[src/rtl/oob_device_responder_pkg.sv]
// oob_device_responder_pkg: shared SATA primitives, device OOB state encodings and timer helper
package oob_device_responder_pkg;
  localparam logic [31:0] PRIM_ALIGN = 32'h7B4A4ABC;
  localparam logic [31:0] PRIM_SYNC  = 32'hB5B5957C;
  localparam logic [31:0] DIALTONE   = 32'h4A4A4A4A;
  typedef enum logic [3:0] {
    OOB_DEV_IDLE              = 4'h0,
    OOB_DEV_WAIT_FOR_RESET    = 4'h1,
    OOB_DEV_WAIT_FOR_NO_RESET = 4'h2,
    OOB_DEV_SEND_INIT         = 4'h3,
    OOB_DEV_WAIT_FOR_WAKE     = 4'h4,
    OOB_DEV_WAIT_FOR_NO_WAKE  = 4'h5,
    OOB_DEV_SEND_WAKE         = 4'h6,
    OOB_DEV_SEND_ALIGN        = 4'h7,
    OOB_DEV_READY             = 4'h8
  } oob_dev_state_e;
  function automatic logic [31:0] sat_dec(input logic [31:0] v);
    return (v == '0) ? '0 : v - 32'd1;
  endfunction
endpackage

[src/rtl/oob_prim_detect.sv]
// oob_prim_detect: flags a received word as primitive PRIM (any K flag set, comma-aligned, data match)
// Ports: rx_din_i/rx_isk_i/rx_byte_is_aligned_i from the transceiver, match_o high on a valid primitive.
// Instantiate with PRIM_ALIGN or PRIM_SYNC; the host controller reuses it the same way.
module oob_prim_detect
  import oob_device_responder_pkg::*;
#(
  parameter logic [31:0] PRIM = PRIM_ALIGN
) (
  input  logic [31:0] rx_din_i,
  input  logic [3:0]  rx_isk_i,
  input  logic        rx_byte_is_aligned_i,
  output logic        match_o
);
  assign match_o = (rx_isk_i != 4'h0) && rx_byte_is_aligned_i && (rx_din_i == PRIM);
endmodule

[src/rtl/oob_device_responder.sv]
// oob_device_responder: device-side SATA OOB handshake (COMRESET->COMINIT, COMWAKE->COMWAKE, ALIGN lock, SYNC)
// Ports: platform_ready gates the FSM; tx_comm_init/tx_comm_wake request OOB bursts, ended by
// tx_oob_complete or a timeout; comm_*_detect are host OOB events; rx_* feed ALIGN detection;
// tx_dout/tx_isk/tx_set_elec_idle drive the transmitter; linkup and lax_state report progress.
module oob_device_responder
  import oob_device_responder_pkg::*;
#(
  parameter logic [31:0] INIT_TIMEOUT      = 32'h000000A2,
  parameter logic [31:0] WAKE_TIMEOUT      = 32'h0000009B,
  parameter logic [31:0] HOST_WAKE_TIMEOUT = 32'h000203AD,
  parameter logic [31:0] ALIGN_TIMEOUT     = 32'h000203AD,
  parameter int unsigned ALIGN_COUNT       = 3
) (
  input  logic        clk,
  input  logic        rst,
  input  logic        platform_ready,
  output logic        linkup,
  output logic        tx_comm_init,
  output logic        tx_comm_wake,
  input  logic        tx_oob_complete,
  input  logic        comm_reset_detect,
  input  logic        comm_wake_detect,
  input  logic [31:0] rx_din,
  input  logic [3:0]  rx_isk,
  input  logic        rx_byte_is_aligned,
  output logic [31:0] tx_dout,
  output logic        tx_isk,
  output logic        tx_set_elec_idle,
  output logic [3:0]  lax_state
);
  localparam logic [3:0] ALIGN_LAST = 4'(ALIGN_COUNT - 1);
  oob_dev_state_e state_q, state_d;
  logic [31:0] timer_q, timer_d;
  logic [3:0] align_cnt_q, align_cnt_d;
  logic host_align, timeout, active;
  oob_prim_detect #(.PRIM(PRIM_ALIGN)) u_align_detect (
    .rx_din_i             (rx_din),
    .rx_isk_i             (rx_isk),
    .rx_byte_is_aligned_i (rx_byte_is_aligned),
    .match_o              (host_align)
  );
  assign timeout   = (timer_q == '0);
  assign lax_state = state_q;
  assign active    = (state_d == OOB_DEV_SEND_ALIGN) || (state_d == OOB_DEV_READY);
  always_comb begin
    state_d     = state_q;
    timer_d     = sat_dec(timer_q);
    align_cnt_d = align_cnt_q;
    case (state_q)
      OOB_DEV_IDLE:
        if (platform_ready) state_d = OOB_DEV_WAIT_FOR_RESET;
      OOB_DEV_WAIT_FOR_RESET:
        if (comm_reset_detect) state_d = OOB_DEV_WAIT_FOR_NO_RESET;
      OOB_DEV_WAIT_FOR_NO_RESET:
        if (!comm_reset_detect) begin
          state_d = OOB_DEV_SEND_INIT;
          timer_d = INIT_TIMEOUT;
        end
      OOB_DEV_SEND_INIT:
        if (timeout || tx_oob_complete) begin
          state_d = OOB_DEV_WAIT_FOR_WAKE;
          timer_d = HOST_WAKE_TIMEOUT;
        end
      OOB_DEV_WAIT_FOR_WAKE:
        if (comm_wake_detect) state_d = OOB_DEV_WAIT_FOR_NO_WAKE;
        else if (timeout) begin
          state_d = OOB_DEV_SEND_INIT;
          timer_d = INIT_TIMEOUT;
        end
      OOB_DEV_WAIT_FOR_NO_WAKE:
        if (!comm_wake_detect) begin
          state_d = OOB_DEV_SEND_WAKE;
          timer_d = WAKE_TIMEOUT;
        end
      OOB_DEV_SEND_WAKE:
        if (timeout || tx_oob_complete) begin
          state_d     = OOB_DEV_SEND_ALIGN;
          timer_d     = ALIGN_TIMEOUT;
          align_cnt_d = '0;
        end
      OOB_DEV_SEND_ALIGN: begin
        align_cnt_d = host_align ? align_cnt_q + 4'd1 : '0;
        if (host_align && align_cnt_q == ALIGN_LAST) state_d = OOB_DEV_READY;
        else if (timeout) state_d = OOB_DEV_IDLE;
      end
      OOB_DEV_READY: ;
      default: state_d = OOB_DEV_IDLE;
    endcase
    if (state_q != OOB_DEV_IDLE && !platform_ready)
      state_d = OOB_DEV_IDLE;
    else if (comm_reset_detect && !(state_q inside {OOB_DEV_IDLE, OOB_DEV_WAIT_FOR_RESET, OOB_DEV_WAIT_FOR_NO_RESET}))
      state_d = OOB_DEV_WAIT_FOR_NO_RESET;
  end
  // Strobes are high only while the burst state persists, so they drop on the same edge the burst ends.
  always_ff @(posedge clk) begin
    if (rst) begin
      state_q          <= OOB_DEV_IDLE;
      timer_q          <= '0;
      align_cnt_q      <= '0;
      linkup           <= 1'b0;
      tx_comm_init     <= 1'b0;
      tx_comm_wake     <= 1'b0;
      tx_dout          <= '0;
      tx_isk           <= 1'b0;
      tx_set_elec_idle <= 1'b1;
    end else begin
      state_q          <= state_d;
      timer_q          <= timer_d;
      align_cnt_q      <= align_cnt_d;
      linkup           <= state_d == OOB_DEV_READY;
      tx_comm_init     <= state_q == OOB_DEV_SEND_INIT && state_d == OOB_DEV_SEND_INIT;
      tx_comm_wake     <= state_q == OOB_DEV_SEND_WAKE && state_d == OOB_DEV_SEND_WAKE;
      tx_dout          <= state_d == OOB_DEV_READY ? PRIM_SYNC : state_d == OOB_DEV_SEND_ALIGN ? PRIM_ALIGN : '0;
      tx_isk           <= active;
      tx_set_elec_idle <= !active;
    end
  end
endmodule
[config.mk]
export PLATFORM = sky130hd
export DESIGN_NAME = oob_device_responder
export DESIGN_NICKNAME = d
export VERILOG_FILES = /design/src/rtl/oob_device_responder_pkg.sv /design/src/rtl/oob_prim_detect.sv /design/src/rtl/oob_device_responder.sv
export SDC_FILE = /design/constraint.sdc
export NUM_CORES = 1
export LEC_CHECK = 0
export CORE_ASPECT_RATIO = 0.6
export CORE_UTILIZATION = 30
export DETAILED_ROUTE_END_ITERATION = 8
export PLACE_DENSITY = 0.54
export SLEW_MARGIN = 30
export SYNTH_ARGS = -nofsm -noshare
export SYNTH_HDL_FRONTEND = slang
export SYNTH_SLANG_ARGS = --single-unit
[constraint.sdc]
create_clock -name clk -period 2.52 [get_ports clk]
set_input_delay 0.504 -clock clk [delete_from_list [all_inputs] [get_ports clk]]
set_output_delay 0.504 -clock clk [all_outputs]
set_load 0.005 [all_outputs]
Word-level counts from Yosys, hierarchy flattened

Index checks and enable logic that the tools add are counted.

$add $sub $neg: 2
Equal/unequal tests: 15
Mux-type cells: 25
Reduce and logical (&&, ||, !) cells: 21

Operators by type and width:

| operator                | number |
|---|---|
| $mux W32                | 7 |
| $pmux W32 S4            | 1 |
| $mux W4                 | 14 |
| $pmux W4 S9             | 1 |
| $eq A32 B31 Y1 const B  | 1 |
| $logic_not A32 Y1       | 1 |
| $sub A32 B1 Y32 const B | 1 |
| $mux W31                | 1 |
| $eq A4 B3 Y1 const B    | 6 |
| $eq A4 B2 Y1 const B    | 4 |
| $eq A4 B4 Y1 const B    | 2 |
| $pmux W4 S2             | 1 |
| $reduce_bool A4 Y1      | 2 |
| $logic_and A1 B1 Y1     | 7 |
| $add A4 B1 Y4 const B   | 1 |
| $eq A4 B1 Y1 const B    | 1 |
| $logic_not A4 Y1        | 1 |
| $reduce_or A2 Y1        | 2 |
| $logic_not A1 Y1        | 3 |
| $reduce_bool A3 Y1      | 1 |
| $logic_or A1 B1 Y1      | 2 |
| $ne A2 B2 Y1 const B    | 1 |
| $reduce_and A2 Y1       | 1 |
| $reduce_bool A2 Y1      | 1 |

Flip-flop bits (word level): 77
Bits of input ports: 43
Word-level logic and storage cells: 73

Logic depth before layout (Yosys ltp)

Depth after elaboration: 11
Mapped depth: 9
Mapped depth without buffers: 9

Cells and area by module

From an unflattened synthesis, not the netlist that was laid out.

Cells, all modules: 359
Area total of the unflattened synthesis: 2,842.7 um^2

Modules (own cells, without submodules):

| module               | times used | cells an instance | area each (um^2) | seq. area each (um^2) |
|---|---|---|---|---|
| oob_device_responder | 1          | 345               | 2,741.4          | 920.9 |
| oob_prim_detect      | 1          | 14                | 101.3            | 0.0 |

Worst setup path after synthesis

No wires, ideal clock.

Kind: register -> register
Start point: reg timer_q[27]
End point: reg tx_set_elec_idle
Library setup time: 0.120 ns
Data arrival time: 2.440 ns
Setup slack: -0.040 ns
Stages on the path, launching flop included: 7
Path buffers: 0
Clock period less this slack: 2.560 ns
Cell sequence: dfxtp_1 > or4_4 > or4_4 > nor4_4 > a21oi_1 > a311o_1 > o31a_1

Word-level cells in the longest chain between the ends: 9

RTL lines:

| element                                      | line                        | source |
|---|---|---|
| start: declaration                           | oob_device_responder.sv:33  | `logic [31:0] timer_q, timer_d;` |
| start signal: assignment                     | oob_device_responder.sv:108 | `timer_q <= timer_d;` |
| $logic_not A32 Y1 *                          | oob_device_responder.sv:42  | `assign timeout = (timer_q == '0);` |
| $mux W4, or another cell as far along        | oob_device_responder.sv:84  | `else if (timeout) state_d = OOB_DEV_IDLE;` |
| $mux W4 (on tied branches)                   | n/a                         |  |
| $pmux W4 S9 *                                | oob_device_responder.sv:49  | `case (state_q)` |
| $mux W4 *                                    | oob_device_responder.sv:91  | `else if (comm_reset_detect && !(state_q inside {OOB_DEV_IDLE, OOB_DEV_WAIT_FOR_RESET, OOB_DEV_WAIT_FOR_NO_RESE ...` |
| $mux W4 *                                    | oob_device_responder.sv:89  | `if (state_q != OOB_DEV_IDLE && !platform_ready)` |
| $eq A4 B3 Y1 or $eq A4 B4 Y1 (tied branches) | oob_device_responder.sv:44  | `assign active = (state_d == OOB_DEV_SEND_ALIGN) \|\| (state_d == OOB_DEV_READY);` |
| $logic_or A1 B1 Y1 *                         | oob_device_responder.sv:44  |  |
| $logic_not A1 Y1 *                           | oob_device_responder.sv:115 | `tx_set_elec_idle <= !active;` |
| end signal: assignment                       | oob_device_responder.sv:115 |  |
| end: declaration                             | oob_device_responder.sv:28  | `output logic tx_set_elec_idle,` |

Every way passes the cells marked *; elsewhere a longest branch is shown, timed or not.
A chain may end at the register's enable or synchronous reset.

Final worst setup path

Start point: reg timer_q[24]
End point: reg tx_comm_wake

Word-level cells in the longest chain between the ends: 8

RTL lines:

| element                               | line                        | source |
|---|---|---|
| $logic_not A32 Y1 *                   | oob_device_responder.sv:42  |  |
| $mux W4, or another cell as far along | oob_device_responder.sv:84  |  |
| $mux W4 (on tied branches)            | n/a                         |  |
| $pmux W4 S9 *                         | oob_device_responder.sv:49  |  |
| $mux W4 *                             | oob_device_responder.sv:91  |  |
| $mux W4 *                             | oob_device_responder.sv:89  |  |
| $eq A4 B3 Y1 *                        | oob_device_responder.sv:112 | `tx_comm_wake <= state_q == OOB_DEV_SEND_WAKE && state_d == OOB_DEV_SEND_WAKE;` |
| $logic_and A1 B1 Y1 *                 | oob_device_responder.sv:112 |  |
| end signal: assignment                | oob_device_responder.sv:102 | `tx_comm_wake <= 1'b0;` |
| end signal: assignment                | oob_device_responder.sv:112 |  |
| end: declaration                      | oob_device_responder.sv:19  | `output logic tx_comm_wake,` |

Marks and branches as above.

==> impl_metrics.env <==
export IMPL_drt_pass1_iter_count=6
export IMPL_hold_path_class="reg -> reg"
export IMPL_synth_top_family_by_area="simple AND/OR/NAND/NOR gates"
export IMPL_leakage_nw=1.66
export IMPL_fin_ws_ns=-0.0743
export IMPL_io_buffers=80
export IMPL_final_nets=501
export IMPL_hold_buffers=0
export IMPL_failed_checks="setup timing"
export IMPL_cts_inserted_buffers=5
export IMPL_ys_seq_elements=46
export IMPL_r2r_setup_slack_ns=-0.07
export IMPL_die_w_um=128
export IMPL_ant_nets=0
export IMPL_slew_limit_headroom_pct=64.5
export IMPL_clock_root_buffer="clkbuf_16"
export IMPL_grt_overflow_total=0
export IMPL_rr_endpoint="tx_comm_wake"
export IMPL_die_area_um2=9890
export IMPL_fin_skew_ns=0.00713
export IMPL_fmax_mhz=385
export IMPL_die_h_um=77.5
export IMPL_ys_types=60
export IMPL_async_flop_share_pct=0
export IMPL_yosys_area_share_simple_pct=29.5
export IMPL_synth_adder_area_share_pct=1.76
export IMPL_yosysSeqAreaShare_pct=32.4
export IMPL_cp_start_kind="register"
export IMPL_synth_edff_count=0
export IMPL_whs_endpoint="align_cnt_q[3]"
export IMPL_finalSetupViolCount=5
export IMPL_grt_pass1_wl_um=13600
export IMPL_critical_path_class="reg -> reg"
export IMPL_io_pins=84
export IMPL_place_detailed_hpwl_um=6330
export IMPL_htree_levels=2
export IMPL_cts_buffer_depth=2
export IMPL_grt_max_degree=15
export IMPL_syn_inst=357
export IMPL_ir_drop_mv=0.553
export IMPL_diodes=0
export IMPL_timing_rr_start="timer_q[24]"
export IMPL_p_per_area_nw_per_um2=1110
export IMPL_cts_sinks=46
export IMPL_start_util_pct=31.0
export IMPL_gp_congestion=0.835
export IMPL_min_delay_start="align_cnt_q[3]"
export IMPL_syn_area_per_cell_um2=7.97
export IMPL_antenna_found_initial=0
export IMPL_place_inst=566
export IMPL_hold_viol=0
export IMPL_cp_max_fo=4
export IMPL_post_route_period_util_pct=103
export IMPL_clock_latency_ns=0.29
export IMPL_drive_above_1_share_pct=20.0
export IMPL_synthXorXnorAreaFrac_pct=8.62
export IMPL_arrival_ns=2.78
export IMPL_r2r_cells=7
export IMPL_synth_yosys_warnings=0
export IMPL_synth_area_um2=2850
export IMPL_synth_mux_area_share_pct=0.484
export IMPL_min_period_ns=2.59
export IMPL_synth_compound_area_share_pct=16.0
export IMPL_via_count=2903
export IMPL_fin_cells=585
export IMPL_end_kind="register"
export IMPL_cp_required_ns=2.70
export IMPL_clk_pin_slew_ns=0.07
export IMPL_core_um2=9190
export IMPL_drc_errors=0
export IMPL_wl_per_cell_um=14.5
export IMPL_cts_tree="yes"
export IMPL_holdPathStages=2
export IMPL_slew_viol_final=0
export IMPL_synth_flop_cell="dfxtp_1"
export IMPL_avgViaCountPerCell=4.96
export IMPL_area_growth_pct=49.0
export IMPL_holdWs_ns=0.503
export IMPL_grt_pass1_vias=2667
export IMPL_rows=27
export IMPL_track_usage_pct=17.4
export IMPL_maxCapViolCount=0
export IMPL_first_iter_violations=254
export IMPL_rsz0062_at_grt="true"
export IMPL_worst_slew_pin_slew_ns=0.523
export IMPL_status="finished with violations"
export IMPL_wirelength_um=8460
-- worst max-delay path, cell delays in order, from the launching register on --
cell,delay [ns]
dfxtp_2,0.32
or4_4,0.53
or4_4,0.48
or4_4,0.48
mux2i_4,0.22
buf_4,0.15
o2bb2ai_2,0.12
and4_1,0.19
-- kinds of logic (layout without fill, tap and decap cells) --
group,Yosys count,count (layout)
simple gates,158,158
compound gates,66,66
buf+inv,53,149
flops,46,46
xor+xnor,28,28
fa+ha+maj,4,4
other cells,1,3
mux,1,1
-- per-stage QoR --
step / worst slack [ns] / total power [mW] / utilization (%) / TNS [ns] / area, um^2
after floorplan: -0.0293 / 2.84 / - / -0.0293 / 2850
final: -0.0743 / 4.69 / 46.2 / -0.185 / 4240
after detailed placement: -0.473 / 3.75 / 41.9 / -5.96 / 3850
after global placement: -0.407 / 3.73 / 41.9 / -5.82 / 3850
after global routing: -0.135 / 5.10 / 46.2 / -0.644 / 4240
after CTS: -0.101 / 4.59 / 45.0 / -0.406 / 4140
-- power by group --
part / switching (mW) / internal [mW]
registers: 0.239 / 0.983
logic: 1.36 / 1.45
clock network: 0.287 / 0.368
total: 1.89 / 2.80
-- cells in the final DEF (no fill, tap or decap), types with 3 or more instances in the layout --
master / instances
clkdlybuf4s50_1: 80
nor2_1: 53
buf_4: 43
dfxtp_1: 42
nand2_1: 24
xnor2_1: 15
a21oi_1: 14
xor2_1: 13
nor3_1: 12
o21ai_0: 12
inv_1: 9
nor4_1: 9
nand2b_1: 8
nand3_1: 7
or4_4: 6
clkbuf_16: 6
buf_6: 6
or3_1: 5
nor2b_1: 4
nand4_1: 4
o21a_1: 4
ha_1: 4
dfxtp_2: 4
nand4bb_1: 3
a31oi_1: 3
o31ai_1: 3
conb_1: 3
-- synth_stat cells (4+ instances only) --
library cell	number	share of area, %
a21oi_1	15	2.6
buf_4	31	8.2
clkbuf_1	11	1.5
dfxtp_1	46	32
ha_1	4	1.8
inv_1	9	1.2
nand2_1	25	3.3
nand2b_1	8	1.8
nand3_1	8	1.4
nand4_1	4	0.88
nor2_1	53	7.0
nor2b_1	4	0.88
nor3_1	14	2.5
nor4_1	12	2.6
o21a_1	4	1.1
o21ai_0	13	2.3
or3_1	6	1.3
or4_1	4	1.1
or4_4	4	1.6
xnor2_1	15	4.6
xor2_1	13	4.0
-- what timing repair did --
| item | in CTS | in global routing |
|---|---|---|
| resized for setup | 18 | 19 |
| endpoints found under the setup margin | 37 | 39 |
| cloned | 1 | 1 |
| buffers inserted | 6 | 4 |
| pin swaps | 11 | 11 |
-- how the worst max path moves through the flow --
| stage | startpoint | end | slack, ns |
|---|---|---|---|
| after detailed placement | rx_din[16] | tx_set_elec_idle | -0.47 |
| after global routing | timer_q[24] | tx_comm_init | -0.13 |
| after global placement | rx_din[16] | tx_set_elec_idle | -0.41 |
| after CTS | timer_q[27] | tx_set_elec_idle | -0.10 |
| after floorplan | timer_q[27] | tx_set_elec_idle | -0.03 |
| final | timer_q[24] | tx_comm_wake | -0.07 |
-- state kept, by name, summed over array words and instances, names as in the netlist --
register,flops
timer_q,32
tx_dout,2
tx_set_elec_idle,1
tx_isk,1
align_cnt_q,4
lax_state,4
tx_comm_wake,1
tx_comm_init,1
-- area by class of cell --
class	instances	area, um^2
fill	884	4950
clock buffer	6	129
inverter	10	37.5
tap	130	163
sequential	46	926
clock inverter	2	13.8
timing repair buffer	131	1240
multi-input combinational	260	1740
-- per-layer routing --
layer / GRT usage (%) / part of all wire [%] / vias up
met2: 24.9 / 41 / 121
met3: 4.07 / 6.5 / 7
met1: 25.9 / 52 / 1339
li1: - / - / 1436
met4: 3.76 / 0.72 / 0
met5: 0 / 0 / -
Note: power is estimated with default switching activity, not from simulation.
